$ cat src/rtl/ram_stream_reader_pkg.sv
// Shared constants and state encoding for the RAM-to-stream burst reader.
package ram_stream_reader_pkg;

    localparam int FIFO_DEPTH = 4;
    localparam int FIFO_PW    = $clog2(FIFO_DEPTH);
    localparam int FIFO_CW    = $clog2(FIFO_DEPTH + 1);

    typedef enum logic [1:0] {
        IDLE  = 2'd0,
        READ  = 2'd1,
        DRAIN = 2'd2
    } state_t;

    // A new read may issue only if every outstanding word is guaranteed a FIFO slot.
    function automatic logic credit_ok(input logic [FIFO_CW-1:0] fifo_count,
                                       input logic [1:0]         in_flight);
        logic [FIFO_CW:0] sum;
        sum = (FIFO_CW + 1)'(fifo_count) + (FIFO_CW + 1)'(in_flight);
        return sum < (FIFO_CW + 1)'(FIFO_DEPTH);
    endfunction

endpackage

$ cat src/rtl/ram_read_fifo.sv
// Small FIFO buffering RAM read data ahead of the output stream; head is shown
// directly on o_head.
module ram_read_fifo
    import ram_stream_reader_pkg::*;
#(
    parameter int WIDTH = 8
) (
    input  logic               clk,
    input  logic               rstN,
    input  logic               i_push,
    input  logic [WIDTH-1:0]   i_push_data,
    input  logic               i_pop,
    output logic [FIFO_CW-1:0] o_count,
    output logic               o_valid,
    output logic [WIDTH-1:0]   o_head
);

    logic [WIDTH-1:0]   r_mem [FIFO_DEPTH];
    logic [FIFO_PW-1:0] r_wr_ptr;
    logic [FIFO_PW-1:0] r_rd_ptr;
    logic [FIFO_CW-1:0] r_count;
    logic               w_push_ok;
    logic               w_pop_ok;

    assign w_pop_ok  = i_pop && (r_count != {FIFO_CW{1'b0}});
    assign w_push_ok = i_push && ((r_count != FIFO_CW'(FIFO_DEPTH)) || w_pop_ok);

    // Storage needs no reset: contents are only observed while count is non-zero.
    always_ff @(posedge clk) begin
        if (w_push_ok) begin
            r_mem[r_wr_ptr] <= i_push_data;
        end
    end

    always_ff @(posedge clk or negedge rstN) begin
        if (!rstN) begin
            r_wr_ptr <= {FIFO_PW{1'b0}};
            r_rd_ptr <= {FIFO_PW{1'b0}};
            r_count  <= {FIFO_CW{1'b0}};
        end else begin
            if (w_push_ok) begin
                r_wr_ptr <= r_wr_ptr + FIFO_PW'(1);
            end
            if (w_pop_ok) begin
                r_rd_ptr <= r_rd_ptr + FIFO_PW'(1);
            end
            case ({w_push_ok, w_pop_ok})
                2'b10:   r_count <= r_count + FIFO_CW'(1);
                2'b01:   r_count <= r_count - FIFO_CW'(1);
                default: r_count <= r_count;
            endcase
        end
    end

    assign o_count = r_count;
    assign o_valid = (r_count != {FIFO_CW{1'b0}});
    assign o_head  = r_mem[r_rd_ptr];

endmodule

$ cat src/rtl/ram_stream_reader.sv
// Reads a burst of words from a single-port RAM with registered read data and
// presents them as a valid/ready stream, throttled by FIFO credit.
module ram_stream_reader
    import ram_stream_reader_pkg::*;
#(
    parameter  int WIDTH   = 8,
    parameter  int ENTRIES = 256,
    localparam int AW      = $clog2(ENTRIES),
    localparam int LW      = $clog2(ENTRIES + 1)
) (
    input  logic             clk,
    input  logic             rstN,
    input  logic             start,
    input  logic [AW-1:0]    startAddress,
    input  logic [LW-1:0]    length,
    output logic [AW-1:0]    ramAddress,
    input  logic [WIDTH-1:0] ramReadData,
    output logic [WIDTH-1:0] outData,
    output logic             outValid,
    input  logic             outReady,
    output logic             busy,
    output logic             done
);

    state_t             r_state;
    state_t             w_state_next;
    logic [AW-1:0]      r_addr;
    logic [LW-1:0]      r_remaining;
    logic [1:0]         r_in_flight;
    logic               r_ret_valid;
    logic               r_cap_valid;
    logic [WIDTH-1:0]   r_cap_data;
    logic               r_done;
    logic               r_busy;
    logic               w_done_next;
    logic               w_accept;
    logic               w_issue;
    logic               w_pop;
    logic               w_last_pop;
    logic [FIFO_CW-1:0] w_fifo_count;
    logic               w_fifo_valid;
    logic [WIDTH-1:0]   w_fifo_head;

    assign w_accept   = (r_state == IDLE) && start && (length != {LW{1'b0}});
    assign w_issue    = (r_state == READ) && credit_ok(w_fifo_count, r_in_flight);
    assign w_pop      = w_fifo_valid && outReady;
    // In-flight counts every issued word not yet pushed, so zero means nothing is behind the head.
    assign w_last_pop = w_pop && (w_fifo_count == FIFO_CW'(1)) && (r_in_flight == 2'd0);

    always_comb begin
        w_state_next = r_state;
        w_done_next  = 1'b0;
        case (r_state)
            IDLE: begin
                if (start) begin
                    if (length != {LW{1'b0}}) begin
                        w_state_next = READ;
                    end else begin
                        w_done_next = 1'b1;
                    end
                end else begin
                    w_state_next = IDLE;
                end
            end
            READ: begin
                if (w_issue && (r_remaining == LW'(1))) begin
                    w_state_next = DRAIN;
                end else begin
                    w_state_next = READ;
                end
            end
            DRAIN: begin
                if (w_last_pop) begin
                    w_state_next = IDLE;
                    w_done_next  = 1'b1;
                end else begin
                    w_state_next = DRAIN;
                end
            end
            default: w_state_next = IDLE;
        endcase
    end

    always_ff @(posedge clk or negedge rstN) begin
        if (!rstN) begin
            r_state <= IDLE;
        end else begin
            r_state <= w_state_next;
        end
    end

    always_ff @(posedge clk or negedge rstN) begin
        if (!rstN) begin
            r_addr      <= {AW{1'b0}};
            r_remaining <= {LW{1'b0}};
        end else if (w_accept) begin
            r_addr      <= startAddress;
            r_remaining <= length;
        end else if (w_issue) begin
            r_addr      <= (r_addr == AW'(ENTRIES - 1)) ? {AW{1'b0}} : r_addr + AW'(1);
            r_remaining <= r_remaining - LW'(1);
        end
    end

    // RAM data is captured one cycle after it returns, so a word reaches the FIFO two edges after its issue.
    always_ff @(posedge clk or negedge rstN) begin
        if (!rstN) begin
            r_ret_valid <= 1'b0;
            r_cap_valid <= 1'b0;
            r_cap_data  <= {WIDTH{1'b0}};
            r_in_flight <= 2'd0;
        end else begin
            r_ret_valid <= w_issue;
            r_cap_valid <= r_ret_valid;
            r_cap_data  <= ramReadData;
            case ({w_issue, r_cap_valid})
                2'b10:   r_in_flight <= r_in_flight + 2'd1;
                2'b01:   r_in_flight <= r_in_flight - 2'd1;
                default: r_in_flight <= r_in_flight;
            endcase
        end
    end

    // busy covers the done cycle of a real burst but never a zero-length request.
    always_ff @(posedge clk or negedge rstN) begin
        if (!rstN) begin
            r_done <= 1'b0;
            r_busy <= 1'b0;
        end else begin
            r_done <= w_done_next;
            r_busy <= (w_state_next != IDLE) || (r_state == DRAIN);
        end
    end

    ram_read_fifo #(
        .WIDTH (WIDTH)
    ) u_fifo (
        .clk         (clk),
        .rstN        (rstN),
        .i_push      (r_cap_valid),
        .i_push_data (r_cap_data),
        .i_pop       (w_pop),
        .o_count     (w_fifo_count),
        .o_valid     (w_fifo_valid),
        .o_head      (w_fifo_head)
    );

    assign ramAddress = r_addr;
    assign outData    = w_fifo_head;
    assign outValid   = w_fifo_valid;
    assign busy       = r_busy;
    assign done       = r_done;

endmodule

$ cat config.mk
export PLATFORM = sky130hd
export DESIGN_NAME = ram_stream_reader
export DESIGN_NICKNAME = d
export VERILOG_FILES = /design/src/rtl/ram_stream_reader_pkg.sv /design/src/rtl/ram_read_fifo.sv /design/src/rtl/ram_stream_reader.sv
export SDC_FILE = /design/constraint.sdc
export NUM_CORES = 1
export LEC_CHECK = 0
export CORE_UTILIZATION = 44
export CTS_CLUSTER_SIZE = 20
export DETAILED_ROUTE_END_ITERATION = 8
export GPL_TIMING_DRIVEN = 0
export PLACE_DENSITY = 0.68
export SYNTH_ARGS = -nofsm -noshare
export SYNTH_HDL_FRONTEND = slang
export SYNTH_SLANG_ARGS = --single-unit
$ cat constraint.sdc
create_clock -name clk -period 3.6 [get_ports clk]
set_clock_uncertainty 0.05 [all_clocks]
set_input_delay 0.72 -clock clk [delete_from_list [all_inputs] [get_ports clk]]
set_output_delay 0.72 -clock clk [all_outputs]
set_load 0.01 [all_outputs]
* After elaboration in Yosys (flattened, before gate mapping)
Memory sizes are Yosys's and may differ from the RTL's. Cells that the tools add are included.
Operators by class: add/sub/neg operators 9, order comparisons 1, equality and inequality tests 10, multiplexer cells 18, reduce and logical (&&, ||, !) cells 19
Operator list (number):
- $mux 8 | 3
- $mux 9 | 2
- $eq 9x1->1 const B | 1
- $logic_and 1x1->1 | 9
- $reduce_bool 9->1 | 1
- $sub 9x1->9 const B | 1
- $add 8x1->8 const B | 1
- $eq 8x8->1 const B | 1
- $mux 2 | 4
- $reduce_bool 2->1 | 4
- $add 2x1->2 const B | 3
- $eq 2x1->1 const B | 3
- $eq 2x2->1 const B | 3
- $pmux 2 s3 | 1
- $pmux 3 s2 | 1
- $mux 1 | 5
- $add 3x2->4 | 1
- $logic_not 2->1 | 2
- $lt 4x3->1 const B | 1
- $pmux 2 s2 | 1
- $add 3x1->3 const B | 1
- $eq 3x1->1 const B | 1
- $ne 3x3->1 const B | 1
- $reduce_bool 3->1 | 1
- other kinds (4) | 5
Word-level totals: register bits after elaboration 40, memory bits (writable) 32, input port bits 29, output and inout port bits 19, logic and storage cells 70, memories 1
Memories:
- u_fifo.r_mem | words 4, bits a word 8, rd ports 1, clocked after Yosys merged registers in 0, write ports 1, line ram_read_fifo.sv:18 | logic [WIDTH-1:0] r_mem [FIFO_DEPTH];

* Longest topological paths before layout
word-level depth 8, depth in mapped cells 9, gate-level depth less buffers 9

* Modules after synthesis
Synthesis repeated with hierarchy kept, for this count alone.
Unflattened totals: cell total of the unflattened synthesis 252, area, all modules 3270.6 sq um
By module, submodules not included:
- ram_read_fifo | instances 1, cells each 92, area each 1650.3 sq um, seq. area each 1136.1 sq um
- ram_stream_reader | instances 1, cells each 160, area each 1620.3 sq um, seq. area each 825.8 sq um

* Worst setup path after synthesis
No wires, ideal clock.
path kind input port to flip-flop, start point in length[5], end point reg r_addr[2], in the netlist ramAddress[2], library setup time 0.126 ns, arrival time 2.090 ns, required time 3.424 ns, setup slack 1.334 ns, stages on the path 4, path buffers 1, path through or4_4 o41a_1 buf_6 a221o_1
On the way: cells in the longest elaborated chain, start to end 3, elaborated cells on any way between the ends 4, classes of those cells mux (1); reduce/logical (3)
RTL lines:
- start, declared | line ram_stream_reader.sv:15 | input logic [LW-1:0] length,
- $reduce_bool 9->1 (*) | line ram_stream_reader.sv:44 | assign w_accept = (r_state == IDLE) && start && (length != {LW{1'b0}});
- $logic_and 1x1->1 (*) | line ram_stream_reader.sv:44
- $mux 8 or $reduce_bool 2->1 (tied branches)
- end signal, assigned | line ram_stream_reader.sv:94 | r_addr <= {AW{1'b0}};
- end signal, assigned | line ram_stream_reader.sv:97 | r_addr <= startAddress;
- end signal, assigned | line ram_stream_reader.sv:100 | r_addr <= (r_addr == AW'(ENTRIES - 1)) ? {AW{1'b0}} : r_addr + AW'(1);
- end, declared | line ram_stream_reader.sv:27 | logic [AW-1:0] r_addr;
Every way passes the cells marked *; elsewhere a longest branch is shown, timed or not. A chain may end at the register's enable or synchronous reset.

* Final worst setup path
start point reg u_fifo.r_rd_ptr[0], end point out outData[6]
On the way: cells in the longest elaborated chain, start to end 1
RTL lines:
- start, declared | line ram_read_fifo.sv:20 | logic [FIFO_PW-1:0] r_rd_ptr;
- start signal, assigned | line ram_read_fifo.sv:38 | r_rd_ptr <= {FIFO_PW{1'b0}};
- start signal, assigned | line ram_read_fifo.sv:45 | r_rd_ptr <= r_rd_ptr + FIFO_PW'(1);
- $mem_v2 4x8
- end, declared | line ram_stream_reader.sv:18 | output logic [WIDTH-1:0] outData,
Every way passes these cells.

==> metrics.md <==
| Metric | Value |
|---|---|
| Pleak | 1.60 nW |
| Total GRT Usage | 0.178 |
| Sequential area share after synthesis | 0.608 |
| Syn nets | 283 |
| Final setup viols | 0 |
| Worst Hold Class | primary input to async pin |
| Die width | 87.6 microns |
| Synth cell types | 51 |
| Core Area | 6940 sq um |
| Crit. End Element | primary output |
| Syn Std Cell Area | 3230 sq um |
| Clock Latency Late Sink | approximately 0.34 ns |
| Htree depth | 3 |
| Area fraction of the dominant cell type after synthesis | 0.310 |
| Critical Path Start Type | flop |
| Crit. Startpoint | u_fifo.r_rd_ptr[0] |
| Initial antenna violation count | 0 |
| Post-CTS Hold Buffers | 0 |
| Worst R2R Setup Slack | ~1.3 ns |
| Postcts setup bufs | 0 |
| Area after DPL | between 3000 and 4000 sq um |
| R2r startpoint | r_in_flight[1] |
| Post-CTS sizing | 0 |
| Drt first pass iters | 4 |
| Yosys Warn Count | 0 |
| Finished Core Util | 0.583 |
| Cell taking the most area after synthesis | dfrtp_1 |
| CP Data Required Time | between 2 and 3 ns |
| Cells after synthesis | 240 |
| Max IR drop VDD | 0.383 mV |
| Num CTS Buffers | 9 |
| Max Buffers Root-to-Sink | 2 |
| Number of global-route vias before repair | ~2.2k |
| Max Cap Viol | 0 |
| First-pass GRT wire length | ~10,000 microns |
| GRT Residual Overflow | 0 |
| Worst setup path end | outData[6] |
| Total Nets Final | 342 |
| Final Critical Period | 3.09 ns |
| Top sig layer | met4 |
| Wl on met1 | 2880 microns |
| Worst EP arrival | 2.32 ns |
| Post-synth EDFFs | 32 |
| Synth Register Bits | 72 |
| CTS tree | done |
| Post-route ant nets | 0 |
| Relative slew slack | 0.495 |
| Wire length on met2 | 2870 microns |
| DIE AREA | 7680 sq um |
| Final HPWL DP | 4190 microns |
| Largest net degree at the start of global routing | 31 |
| Most area-consuming cells after synthesis | dfrtp_1 (31%), edfxtp_1 (30%), mux4_2 (5.6%), ha_1 (5.4%), nand2_1 (2.7%) |
| Reg2Reg Depth | 8 |
| FP Rows | 30 |
| Clock Sinks | 72 |
| Setup ws final | 0.507 ns |
| DR WL/cell | 15.1 microns |
| Cell Pwr Density | 826 nW/um^2 |
| Die height | between 80 and 90 microns |
| Asr flop ratio synth | 0.556 |
| Max-slew violation count | 0 |
| DRT Wirelength | 6020 microns |
| Least-Margin Pin Slew | between 0.7 and 0.8 ns |
| Final Wtd Congestion | 0.814 |
| Area Growth Syn to Fin | 25.6% |
| DR WL met3 | about 190 microns |
| Ys flop type | dfrtp_1 |
| Capture point of the worst reg-to-reg path | r_in_flight[1] |
| PortBufs | 47 |
| Max Fclk | around 320 MHz |
| Io pins | 48 |
| Via-per-instance ratio | 5.31 |
| Clock transition at the registers of the reported paths | 0.08 ns |
| DR vias | 2,124 |
| Initial Util | 0.465 |
| Worst-path maximum fanout | 10 |
| Final Hold Viols | 0 |
| Cell area after layout | 4050 sq um |
| N_diodes | 0 |
| DR iter-0 viols | 75 |
| Share of cells above drive strength 1 | 0.122 |
| Root Driver | clkbuf_8 |
| Kind of critical path | flop to primary output |
| Setup WS pre-CTS | slightly below 0.8 ns |
| Final Power | between 3 and 4 mW |
| Average cell area after synthesis | 13.4 sq um |
| RSZ-0062 raised after global routing | false |
| TNS Setup | 0 ns |
| Crit share post-route | 0.859 |
| DRC Markers | 0 |
| Status | completed |
## power breakdown
part	switching, mW	internal, mW	total, mW
logic	0.668	0.682	1.35
clock network	0.308	0.391	0.699
registers	0.192	1.11	1.30
total	1.17	2.18	3.35
## registers in the layout, summed over array words and instances, names as in the netlist
register	count
u_fifo.r_wr_ptr	2
r_in_flight	2
u_fifo.o_count	3
r_remaining	9
r_state	2
r_cap_valid	1
r_ret_valid	1
u_fifo.r_mem	32
done	1
ramAddress	8
r_cap_data	8
busy	1
u_fifo.r_rd_ptr	2
## layer usage
layer	global-route usage	vias up
met5	0	-
met4	0.0775	0
met3	0.0330	7
met2	0.293	48
met1	0.233	1052
li1	-	1017
## worst max-delay path, cell delays in order (launching register included)
cell and delay (ns):
dfrtp_1 0.32, clkbuf_1 0.57, mux4_2 0.60, clkdlybuf4s50_1 0.49
## logic make-up after synthesis
family                   Yosys count  share of synthesized area
AO/OA/AOI/OAI                     34                     0.0787
XOR/XNOR                          13                     0.0353
adder cells (fa/ha/maj)           14                     0.0543
buffers and inverters             19                     0.0283
flip-flops                        72                      0.608
multiplexers                      10                     0.0620
AND/OR/NAND/NOR                   78                      0.133
## cells in the mapped netlist (3+ instances only)
| cell | number |
|---|---|
| inv_1 | 9 |
| a22oi_1 | 3 |
| nor3b_1 | 3 |
| buf_2 | 3 |
| and2_1 | 6 |
| nand2_1 | 23 |
| edfxtp_1 | 32 |
| nor2_1 | 6 |
| o211ai_1 | 3 |
| nand4_1 | 5 |
| xnor2_1 | 7 |
| ha_1 | 14 |
| mux4_2 | 8 |
| o311ai_0 | 3 |
| o21ai_0 | 3 |
| or4_1 | 3 |
| nand3_1 | 16 |
| o21ai_1 | 4 |
| dfrtp_1 | 40 |
| nor3_1 | 3 |
| xor2_1 | 6 |
## worst min path at each step
stage                start             to  slack [ns]  cells after the start
6_report              rstN  ramAddress[6]        0.20                      1
5_1_grt               rstN  ramAddress[2]        0.20                      1
4_1_cts               rstN  ramAddress[6]        0.20                      1
3_5_place_dp   r_ret_valid    r_cap_valid        0.29                      0
3_3_place_gp   r_ret_valid    r_cap_valid        0.29                      0
2_1_floorplan  r_ret_valid    r_cap_valid        0.28                      0
## through the flow
stage,std cells,hold slack (ns)
CTS,400,0.199
global placement,383,0.287
finish,400,0.196
detailed placement,384,0.289
global route,400,0.204
floorplan,240,0.281
## cells in the final DEF (no fill, tap or decap), drive strengths merged, types with 3 or more instances in the layout
cell	Yosys	routed
nand2	24	24
nand3	16	16
mux4	8	8
o211ai	3	3
ha	14	14
clkinv	1	4
inv	9	10
xnor2	7	7
clkdlybuf4s50	0	46
or4	4	4
edfxtp	32	32
and2	6	6
xor2	6	6
nor3	3	3
nor3b	3	3
buf	6	8
nor2	6	6
a22oi	3	3
clkbuf	3	12
dfrtp	40	40
nand4	5	5
o311ai	3	3
o21ai	7	7
## final cells by class
class / instances / area [sq um]
plain buffers: 9 / 53.8
fillers: 587 / 2890
repair buffers: 48 / 485
inverters: 10 / 37.5
clock inverters: 7 / 95.1
well taps: 96 / 120
flip-flops and latches: 72 / 1960
multi-input cells: 149 / 1170
clock buffers: 9 / 124
Note: power is estimated with default switching activity, not from simulation.
